## src/rtl/seq_detector_param.sv

```systemverilog
// seq_detector_param: runtime-loadable serial pattern detector with Mealy (z) and registered (z_q) match flags.
// Define SEQDET_MATCH_COUNT_EN to add the saturating match_cnt output.
module seq_detector_param #(
    parameter int                   PATTERN_W = 4,
    parameter logic [PATTERN_W-1:0] PAT_RESET = 4'b1010,
    parameter int                   CNT_W     = 8
) (
    input  logic                 clk,
    input  logic                 reset,
    input  logic                 x,
    input  logic                 in_valid,
    input  logic                 overlap,
    input  logic                 load,
    input  logic [PATTERN_W-1:0] pattern_in,
    output logic                 z,
    output logic                 z_q
`ifdef SEQDET_MATCH_COUNT_EN
    ,
    output logic [CNT_W-1:0]     match_cnt
`endif
);
    localparam int FW = $clog2(PATTERN_W + 1);

    if (PATTERN_W < 2 || PATTERN_W > 32 || CNT_W < 1) begin : g_bad_param
        $error("seq_detector_param: PATTERN_W must be 2..32 and CNT_W >= 1");
    end

    logic [PATTERN_W-1:0] pat_reg;
    // Only the newest PATTERN_W-1 bits can ever take part in a match.
    logic [PATTERN_W-2:0] hist;
    logic [FW-1:0]        fill;
    logic [PATTERN_W-1:0] win;
    logic                 accept;
    logic                 hit;

    always_comb begin
        win    = {hist, x};
        accept = in_valid & ~load;
        hit    = accept & (fill >= FW'(PATTERN_W - 1)) & (win == pat_reg);
        z      = hit;
    end

    always_ff @(posedge clk or posedge reset) begin
        if (reset) begin
            pat_reg <= PAT_RESET;
            hist    <= '0;
            fill    <= '0;
            z_q     <= 1'b0;
        end else begin
            z_q <= hit;
            if (load) begin
                pat_reg <= pattern_in;
                hist    <= '0;
                fill    <= '0;
            end else if (in_valid) begin
                if (hit && !overlap) begin
                    hist <= '0;
                    fill <= '0;
                end else begin
                    hist <= win[PATTERN_W-2:0];
                    fill <= (fill == FW'(PATTERN_W)) ? fill : fill + FW'(1);
                end
            end
        end
    end

`ifdef SEQDET_MATCH_COUNT_EN
    always_ff @(posedge clk or posedge reset) begin
        if (reset)
            match_cnt <= '0;
        else if (load)
            match_cnt <= '0;
        else if (hit && match_cnt != '1)
            match_cnt <= match_cnt + CNT_W'(1);
    end
`endif

endmodule

```

## config.mk

```make
export PLATFORM = sky130hd
export DESIGN_NAME = seq_detector_param
export DESIGN_NICKNAME = d
export VERILOG_FILES = /design/src/rtl/seq_detector_param.sv
export SDC_FILE = /design/constraint.sdc
export NUM_CORES = 1
export LEC_CHECK = 0
export CORE_UTILIZATION = 43
export CTS_CLUSTER_DIAMETER = 120
export DETAILED_ROUTE_END_ITERATION = 10
export PLACE_DENSITY = 0.7
export SLEW_MARGIN = 10
export SYNTH_ARGS = -nofsm -noshare
export SYNTH_HDL_FRONTEND = slang
export SYNTH_SLANG_ARGS = --single-unit
```

## constraint.sdc

```tcl
create_clock -name clk -period 1.5 [get_ports clk]
set_input_delay 0.3 -clock clk [delete_from_list [all_inputs] [get_ports clk]]
set_output_delay 0.3 -clock clk [all_outputs]
set_load 0.005 [all_outputs]
```

Word-level counts from Yosys, hierarchy flattened --
Index checks and enable logic that the tools add are counted.
Storage, ports and cells: bits in latches 0, bits in writable memories 0, output and inout port bits 2, bits of input ports 10, word-level logic and storage cells 24, memories kept 0, bits in registers 11, bits in read-only memories 0
Cells by class: muxes and demuxes 7, div/mod/pow operators 0, multiply operators 0, reduce and logical (&&, ||, !) cells 4, bitwise operators 4, equality and inequality tests 3, $add $sub $neg 1, order comparisons 1, shifts and indexed selects 0
Operator list (number):
- 2-to-1 mux 3 bit | 7
- equality test 4 bit | 1
- adder 3 x 1 -> 3 bit, second input constant | 1
- AND 1 bit | 3
- equality test 3 bit, second input constant | 1
- >= comparator 3 x 2 -> 1 bit, second input constant | 1
- != test 3 bit, second input constant | 1
- AND reduction 2 bit | 1
- nonzero test 2 bit | 1
- logical AND 1 bit | 1
- zero test 1 bit | 1
- NOT 1 bit | 1

Logic depth before layout (Yosys ltp) --
depth in word-level cells 8, depth in mapped cells 6

Worst setup path after synthesis --
OpenSTA, ideal clock, no wires.
path kind flip-flop to flip-flop, from register fill[0], to register fill[0], setup time 0.111 ns, arrival time 1.506 ns, setup slack -0.118 ns, stages on the path, launching flop included 7, required time 1.389 ns, period minus slack after synthesis 1.618 ns, cell sequence dfrtp_1 -> ha_1 -> ha_1 -> a211o_1 -> nand3b_4 -> nor2_2 -> a2111oi_2
On the way: word-level cells in the longest chain between the ends 7, elaborated cells on any way between the ends 12, classes of those cells add/sub: 1; order compare: 1; eq/ne: 2; mux: 4; bitwise: 2; reduce/logical: 2
Ends and longest elaborated chain:
- start: declaration | RTL line 31 | logic [FW-1:0] fill;
- start signal: assignment | RTL line 61 | fill <= (fill == FW'(PATTERN_W)) ? fill : fill + FW'(1);
- >= comparator 3 x 2 -> 1 bit | RTL line 39 | hit = accept & (fill >= FW'(PATTERN_W - 1)) & (win == pat_reg);
- AND 1 bit (2 in a row) | RTL line 39
- logical AND 1 bit | RTL line 56 | if (hit && !overlap) begin
- 2-to-1 mux 3 bit | RTL line 56
- 2-to-1 mux 3 bit | RTL line 55 | end else if (in_valid) begin
- 2-to-1 mux 3 bit | RTL line 51 | if (load) begin
Several ways; a longest one is shown, not always the timed one. The select of a mux whose other input is x is not followed. A chain may end at the register's enable or synchronous reset.

Final worst setup path --
from register fill[1], to output z
On the way: word-level cells in the longest chain between the ends 3
Ends and longest elaborated chain:
- >= comparator 3 x 2 -> 1 bit | RTL line 39
- AND 1 bit (2 in a row) | RTL line 39
- end: declaration | RTL line 15 | output logic z,
No other way between the ends.

==> flow_metrics.tcl <==
set metrics [dict create \
    p_clk_share_pct 28.5 \
    via_count 505 \
    fin_setup_tns_ns -0.5219 \
    r2r_start "fill[1]" \
    yosysSeqAreaShare_pct 45.21 \
    die-area_um2 1584 \
    rrSetupSlack_ns -0.09 \
    drc 0 \
    yosys-top-cells-count "dfrtp_1 (9), nand2_1 (7), a21oi_1 (5), inv_1 (5)" \
    synthAdderAreaFrac_pct 6.110 \
    syn_nets 70 \
    grt_max_degree 12 \
    place_inst 94 \
    areaGrowthSynthToFinish_pct 40.12 \
    ff2ff_path_depth 7 \
    hold_viol 0 \
    routabilityCongestion 0.7771 \
    firstDrtPassIters 4 \
    r2r-end "fill[0]" \
    hold_path.class "input pin to async pin" \
    violations "negative setup slack" \
    cts_tree "yes" \
    synth-compound-area-share_pct 15.48 \
    fill_cells 117 \
    fin_ws_ns -0.2922 \
    instances_no_fill 98 \
    ir_drop_v 0.0004526 \
    h-tree-depth 1 \
    cap_viol_max_count 0 \
    core_um2 1318 \
    setup_violations 7 \
    start_kind "flop" \
    cts_buffers 3 \
    swShare_pct 27.56 \
    clock_skew_ns 0.002910 \
    ys_ff_latch 11 \
    power_density_nw_per_um2 844.2 \
    synth.distinct_cells 20 \
    rsz0062_at_grt "true" \
    worst_slew_pin_slew_ns 0.4129 \
    synth_xor_area_share_pct 5.703 \
    ys_top_cells_by_area "dfrtp_1 (37%), dfstp_2 (8.6%), mux2_2 (7.3%)" \
    synth_mux_area_share_pct 7.332 \
    clkLatencyLatePin_ns 0.27 \
    async_flop_share_pct 100.0 \
    antennaDiodeCount 0 \
    slew_violations 0 \
    synth_warnings 0 \
    ant_nets 0 \
    cp_data_required_time_ns 1.20 \
    antenna_found_initial 0 \
    die_h_um 39.80 \
    yosys.area.top_type_share_pct 36.66 \
    critPathKind "flop to primary output" \
    synthesis.instances 57 \
    grt_pass1_wl_um 1994 \
    max_freq_ghz 0.5580 \
    wl_per_cell_um 12.37 \
    totalWireLength_um 1212 \
    synth_top_family_by_area "simple AND/OR/NAND/NOR gates" \
    synth_area_um2 614.3 \
    numPortBuffers 11 \
    cts_hold_buf 0 \
    p_sw_uw 200.3 \
    largest_reg_flops 4 \
    grt-ovfl-total 0 \
    min_period_ns 1.792 \
    initial_core_util_pct 46.63 \
    post-route-period-util_pct 119.5 \
    combPwrFrac_pct 25.4 \
    post_cts_buffers 0 \
    multi_input_area_um2 324.1 \
    seq_area_um2 277.8 \
    p_total_uw 726.7 \
    synth_edf_count 0 \
    arrival_ns 1.49 \
    num_rows 13 \
    clockBufferDepth 2 \
    p_int_uw 526.4 \
    relSlewSlack_pct 72.44 \
    drtIter0Drc 6 \
    outcome "finished with violations" \
    ctsRootBufferMaster "clkbuf_4" \
    path_max_fanout 2 \
    grtUsageTotal_pct 20.45 \
    first_global_vias 485 \
    clkSinkCount 11 \
    fin_nets 97 \
    synth-simple-area-share_pct 16.29 \
    yosysMostFrequentCell "dfrtp_1" \
    synth.avg_cell_area_um2 10.78 \
    layout-drive-gt1-share_pct 36.14 \
    pin_count 12 \
    viasPerCell 5.153 \
    yosys_most_used_dff "dfrtp_1" \
    clkSlewWorstSetupHoldPaths_ns 0.07 \
    p_seq_share_pct 46.2 \
    pre_cts_ws_ns -0.5735 \
    power_leakage_nw 0.3808 \
    die_w_um 39.80 \
    yosys.area.top_type "dfrtp_1" \
    dp_hpwl_um 954.7 \
    end_kind "primary output" \
]
[area by class of cell]
| type | instances | share of cell area, % |
|---|---|---|
| repair buffers | 23 | 22.67 |
| multi-input cells | 40 | 37.65 |
| flip-flops and latches | 11 | 32.27 |
| inverters | 5 | 2.180 |
| clock buffers | 4 | 3.052 |
| well taps | 15 | 2.180 |
[how the worst max path moves through the flow]
stage | start | end | slack, ns | cells after the start
2_1_floorplan | fill[1] | fill[0] | 0.06 | 6
3_3_place_gp | x | z | -0.54 | 5
3_5_place_dp | x | z | -0.57 | 5
4_1_cts | fill[0] | z | -0.35 | 6
5_1_grt | fill[1] | z | -0.36 | 6
6_report | fill[1] | z | -0.29 | 6
[cell families (layout without fill, tap and decap cells)]
logic type | Yosys count | after routing
simple gates | 15 | 15
buf+inv | 6 | 32
compound gates | 14 | 14
mux | 4 | 4
fa+ha+maj | 3 | 3
xor+xnor | 4 | 4
flops | 11 | 11
[power by group through the flow]
stage / sequential [mW] / combinational, mW / clock, mW
finish: 0.335 / 0.184 / 0.207
global route: 0.340 / 0.204 / 0.226
CTS: 0.336 / 0.184 / 0.217
detailed placement: 0.342 / 0.182 / 0
global placement: 0.341 / 0.177 / 0
floorplan: 0.344 / 0.0957 / 0
[critical path, cell delays in order, from the launching register on]
cell	delay, ns
dfrtp_1	0.39
ha_2	0.19
ha_2	0.16
a211o_1	0.25
nand2_1	0.08
nor2_2	0.04
buf_2	0.12
[per-stage QoR]
| stage | area, um^2 | hold slack, ns | util (%) |
|---|---|---|---|
| 2_1_floorplan | 616.8 | 0.1510 | - |
| 3_3_place_gp | 830.8 | 0.5164 | 63.06 |
| 3_5_place_dp | 830.8 | 0.5209 | 63.06 |
| 4_1_cts | 854.6 | 0.3289 | 64.86 |
| 5_1_grt | 860.8 | 0.3633 | 65.34 |
| 6_report | 860.8 | 0.3183 | 65.34 |
[placed cells by master, fill, tap and decap left out]
cell type	count
ha_2	2
xnor2_1	4
clkbuf_1	1
and2b_1	1
clkbuf_4	3
a211o_1	1
inv_1	5
ha_1	1
buf_4	12
nand4_4	1
o21ai_0	2
buf_2	1
nand3b_4	1
mux2_2	4
o21ai_2	1
nand2_1	7
o2bb2ai_1	1
a2111oi_2	1
nor2_2	2
nand3_1	3
dfstp_2	2
a21oi_1	5
dfrtp_1	9
clkdlybuf4s50_1	10
o211ai_1	3
[routing by layer]
metal	vias to the layer above	track usage (%)	share of wire (%)
met4	0	7.759	0.66
li1	253	-	-
met2	15	33.61	51
met5	-	0	0
met3	2	9.091	6.5
met1	235	22.81	42
[timing repair]
action | 4_1_cts | 5_1_grt
gates resized for setup | 6 | 2
endpoints found under the setup margin | 7 | 7
hold endpoints to repair | 0 | 0
pin swaps | 7 | 3
(Power assumes the default switching activity.)
